**config.mk**
```make
export PLATFORM = sky130hd
export DESIGN_NAME = bus_fifo
export DESIGN_NICKNAME = d
export VERILOG_FILES = /design/src/rtl/bus_fifo.sv
export SDC_FILE = /design/constraint.sdc
export NUM_CORES = 1
export LEC_CHECK = 0
export ABC_AREA = 1
export BUFFER_PORTS_ARGS = -buffer_cell sky130_fd_sc_hd__buf_2
export CORE_AREA = 8 8 101 103
export DETAILED_ROUTE_END_ITERATION = 12
export DIE_AREA = 0 0 109 111
export PLACE_DENSITY = 0.77
export SKIP_LAST_GASP = 1
export SLEW_MARGIN = 20
export SYNTH_ARGS = -nofsm -noshare
export SYNTH_HDL_FRONTEND = slang
export SYNTH_SLANG_ARGS = --single-unit
```
**constraint.sdc**
```tcl
create_clock -name i_clk -period 2.75 [get_ports i_clk]
set_input_delay 0.275 -clock i_clk [delete_from_list [all_inputs] [get_ports i_clk]]
set_output_delay 0.275 -clock i_clk [all_outputs]
set_load 0.01 [all_outputs]
```
**src/rtl/bus_fifo.sv**
```systemverilog
// bus_fifo: synchronous first-word-fall-through FIFO for Bus_t words.
// Absorbs the registered Bus_t stream from the flip-flop stage and decouples
// the producer from a consumer that can stall. Words pass through unmodified.
// It also reports occupancy and a sticky overflow flag.
//
// Ports:
//   i_clk    clock, rising edge
//   i_rst    synchronous active-high reset
//   i_valid  producer offers i_D this cycle
//   i_D      write word (Bus_t)
//   o_ready  FIFO can accept a word (!o_full)
//   o_Q      head-of-queue word, '0 when empty
//   o_valid  o_Q holds a valid word (!o_empty)
//   i_ready  consumer accepts o_Q this cycle
//   o_count  number of stored words, 0..DEPTH
//   o_full   o_count == DEPTH
//   o_empty  o_count == 0
//   o_ovf    sticky: a word was offered while full

package bus_fifo_pkg;
    localparam int unsigned TAG_W  = 4;
    localparam int unsigned DATA_W = 8;

    // Bus word: tag in the upper bits, data in the lower bits.
    typedef struct packed {
        logic [TAG_W-1:0]  tag;
        logic [DATA_W-1:0] data;
    } Bus_t;
endpackage

module bus_fifo
    import bus_fifo_pkg::*;
#(
    parameter int unsigned DEPTH = 8,
    parameter int unsigned CW    = $clog2(DEPTH) + 1
) (
    input  logic          i_clk,
    input  logic          i_rst,
    input  logic          i_valid,
    input  Bus_t          i_D,
    output logic          o_ready,
    output Bus_t          o_Q,
    output logic          o_valid,
    input  logic          i_ready,
    output logic [CW-1:0] o_count,
    output logic          o_full,
    output logic          o_empty,
    output logic          o_ovf
);

    localparam int unsigned AW = $clog2(DEPTH);

    Bus_t          mem_q [DEPTH];
    logic [AW-1:0] wptr_q, wptr_d;
    logic [AW-1:0] rptr_q, rptr_d;
    logic [CW-1:0] count_q, count_d;
    logic          full_q, full_d;
    logic          empty_q, empty_d;
    logic          ovf_q, ovf_d;
    logic          push, pop;

    // Acceptance uses only the registered flags, so no handshake-to-handshake path.
    assign push = i_valid && !full_q;
    assign pop  = !empty_q && i_ready;

    // Next-state for pointers, occupancy and flags.
    always_comb begin
        wptr_d  = wptr_q;
        rptr_d  = rptr_q;
        count_d = count_q;
        ovf_d   = ovf_q;

        if (push) begin
            wptr_d = wptr_q + AW'(1);
        end
        if (pop) begin
            rptr_d = rptr_q + AW'(1);
        end

        unique case ({push, pop})
            2'b10:   count_d = count_q + CW'(1);
            2'b01:   count_d = count_q - CW'(1);
            default: count_d = count_q;
        endcase

        // A refused offer is recorded even if a pop frees a slot this edge.
        if (i_valid && full_q) begin
            ovf_d = 1'b1;
        end

        full_d  = (count_d == CW'(DEPTH));
        empty_d = (count_d == CW'(0));
    end

    // Control state register with synchronous reset.
    always_ff @(posedge i_clk) begin
        if (i_rst) begin
            wptr_q  <= '0;
            rptr_q  <= '0;
            count_q <= '0;
            full_q  <= 1'b0;
            empty_q <= 1'b1;
            ovf_q   <= 1'b0;
        end else begin
            wptr_q  <= wptr_d;
            rptr_q  <= rptr_d;
            count_q <= count_d;
            full_q  <= full_d;
            empty_q <= empty_d;
            ovf_q   <= ovf_d;
        end
    end

    // Storage is not reset; writes are blocked during reset.
    always_ff @(posedge i_clk) begin
        if (!i_rst && push) begin
            mem_q[wptr_q] <= i_D;
        end
    end

    // Fall-through head word, forced to zero when empty.
    assign o_Q     = empty_q ? Bus_t'('0) : mem_q[rptr_q];
    assign o_valid = !empty_q;
    assign o_ready = !full_q;
    assign o_count = count_q;
    assign o_full  = full_q;
    assign o_empty = empty_q;
    assign o_ovf   = ovf_q;

endmodule

```
==> results_dict.tcl <==
set metrics [dict create \
    status "complete, no violations" \
    nets 448 \
    synth-simple-area-share_pct 10.6 \
    vias 2891 \
    die_x_um 109 \
    swShare_pct 33.3 \
    ys_seq_area_share_pct 70.1 \
    avgViaCountPerCell 5.35 \
    synth_top_family_by_area "simple AND/OR/NAND/NOR gates" \
    hold_path_class "input pin to flop" \
    postCtsSetupBuffers 0 \
    die_h_um 111 \
    row_count 34 \
    fin_cells 540 \
    io_buffer_count 36 \
    drt_iter0_drc 170 \
    finalWeightedCongestion 0.776 \
    p_per_area_mw_per_mm2 804 \
    synthMuxAreaShare_pct 2.63 \
    netlist_area_mm2 0.00457 \
    start_util_pct 53.4 \
    grt_antenna_before_repair 0 \
    grt_pass1_vias 2812 \
    fillCellCount 713 \
    synthCells 381 \
    power.switching_mw 1.36 \
    syn_area_per_cell_um2 12.0 \
    power.total_mw 4.08 \
    synth_compound_area_share_pct 10.1 \
    clkTransAtPathRegs_ps 100 \
    crit_fanout 36 \
    area_growth_pct 11.0 \
    cp_data_required_time_ps 2480 \
    synthesis.nets 402 \
    power_frac_comb_pct 28.6 \
    fin_hold_ws_ps 156 \
    setup_viol 0 \
    finClkSkew_ps 12.1 \
    setup_tns_ps 0 \
    synth_fa_ha_area_share_pct 1.37 \
    fp.dieArea_mm2 0.0121 \
    cts_tree "built" \
    pwr-share-seq_pct 50.2 \
    p_int_mw 2.72 \
    ys_seq_elements 112 \
    ctsResizeCount 0 \
    wirelength_um 9150 \
    ios 37 \
    finalCriticalPeriod_ps 2390 \
    grt_pass1_wl_um 14600 \
    final_core_utilization_pct 59.3 \
    max-cap-violations 0 \
    drv_slew 0 \
    synth.area.top_cells "edfxtp_1, nor2_1, dfxtp_1, o21ai_0, mux2i_1" \
    grt_max_degree 49 \
    synth_xor_area_share_pct 0.575 \
    pwr-share-clk_pct 21.2 \
    fp.coreArea_mm2 0.00855 \
    period_share_pct 86.8 \
    yosysWarnings 0 \
    rsz0062_at_grt "no" \
    netlist.area_leader.share_pct 63.1 \
    critPathLaunchType "flop" \
    hold_viol 0 \
    cts_root_buffer "clkbuf_8" \
    hpwl_um 5800 \
    drive_gt1_share_pct 17.4 \
    drc 0 \
    firstDrtPassIters 4 \
    yosysUniqueCellTypes 25 \
    peakVddDrop_uv 521 \
    slew-limit-headroom_pct 58.5 \
    yosysTopAreaCell "edfxtp_1" \
    n_antenna_cell 0 \
    p_leak_nw 1.86 \
    numCtsBuffers 9 \
    timing.fmax_mhz 419 \
    cts_max_level 3 \
    arrival_ps 2110 \
    worst-setup-path-type "flop to output pin" \
    cts_buffer_depth 2 \
    grt-ovfl-total 0 \
    grt_usage_pct 15.7 \
    worst_pin_slew_ps 620 \
    clock-sinks 112 \
    postRouteAntennaNets 0 \
    place_inst 524 \
    wl_per_cell_um 16.9 \
    end_kind "output pin" \
    clk_latency_ps 370 \
    ctsHoldBuffers 0 \
]
==> cells in the mapped netlist <==
cell type   n
edfxtp_1   96
nor2_1     90
o21ai_0    46
inv_1      23
nand2_1    22
o21ai_1    20
dfxtp_1    16
mux2i_1    12
o22ai_1     8
a21oi_1     6
nand3_1     6
buf_2       5
ha_1        5
nor3_1      5
buf_4       4
clkbuf_1    4
o22ai_2     4
xnor2_1     2
buf_12      1
buf_6       1
buf_8       1
clkbuf_2    1
inv_2       1
nor3b_1     1
xor2_1      1
==> routing by layer <==
metal / GRT usage [%] / up-vias / wire (um)
li1: - / 1426 / -
met2: 25.4 / 80 / 4580
met3: 3.60 / 13 / 628
met1: 20.0 / 1372 / 3790
met4: 5.30 / 0 / 145
met5: 0 / - / 0
==> stage by stage <==
step | cell area, um2 | setup WS [ps]
after global routing | 5070 | 252
final | 5070 | 363
after floorplan | 4570 | 656
after CTS | 5070 | 363
after global placement | 4900 | 838
after detailed placement | 4900 | 803
==> cells in the final DEF, fill, tap and decap left out, drive strengths merged, types with 9 or more instances in the layout <==
master | netlist | final
mux2i | 12 | 12
o21ai | 66 | 66
inv | 24 | 26
nand2 | 22 | 22
dfxtp | 16 | 16
o22ai | 12 | 12
nor2 | 90 | 90
clkbuf | 5 | 9
buf | 12 | 52
edfxtp | 96 | 96
==> power by group through the flow <==
stage	clock, mW	combinational (mW)	sequential (mW)
floorplan	0	0.843	2.08
CTS	0.886	1.18	2.05
global route	0.948	1.32	2.06
global placement	0	1.14	2.08
detailed placement	0	1.17	2.08
finish	0.862	1.17	2.05
==> flip-flops by register name (all words and copies together), names as in the netlist, named ones only <==
signal / count
o_empty: 1
o_ovf: 1
rptr_q: 3
wptr_q: 3
o_full: 1
o_count: 4
mem_q: 96
==> layout make-up <==
class / instances / area, um2 / area share [%]
Clock inverter: 7 / 45.0 / 0.888
Clock buffer: 9 / 124 / 2.44
Inverter: 24 / 90.1 / 1.78
Timing Repair Buffer: 52 / 300 / 5.92
Multi-Input combinational cell: 228 / 1170 / 23.1
Tap cell: 108 / 135 / 2.66
Sequential cell: 112 / 3200 / 63.2
==> critical path, stage by stage (launching register included) <==
cell     delay [ps]
dfxtp_2         540
inv_2           310
o21ai_0         210
o21ai_0         100
o21ai_0         290
nor2_1          130
buf_2           160
==> logic make-up after synthesis <==
group	after synthesis
simple gates	124
fa+ha+maj	5
xor+xnor	3
compound gates	84
flops	112
mux	12
buf+inv	41
==> worst paths after layout <==
check | from | end | slack [ps] | depth (start not counted)
setup / recovery | flop | o_Q[0] | 360 | 6
hold / removal | i_valid | o_ovf$_SDFFE_PP0P_ | 160 | 3
setup reg to reg | o_full$_SDFF_PP0_ | o_empty$_SDFF_PP1_ | 760 | 14
hold reg to reg | rptr_q[2]$_SDFFE_PP0N_ | flop | 470 | 2
(Power assumes the default switching activity.)
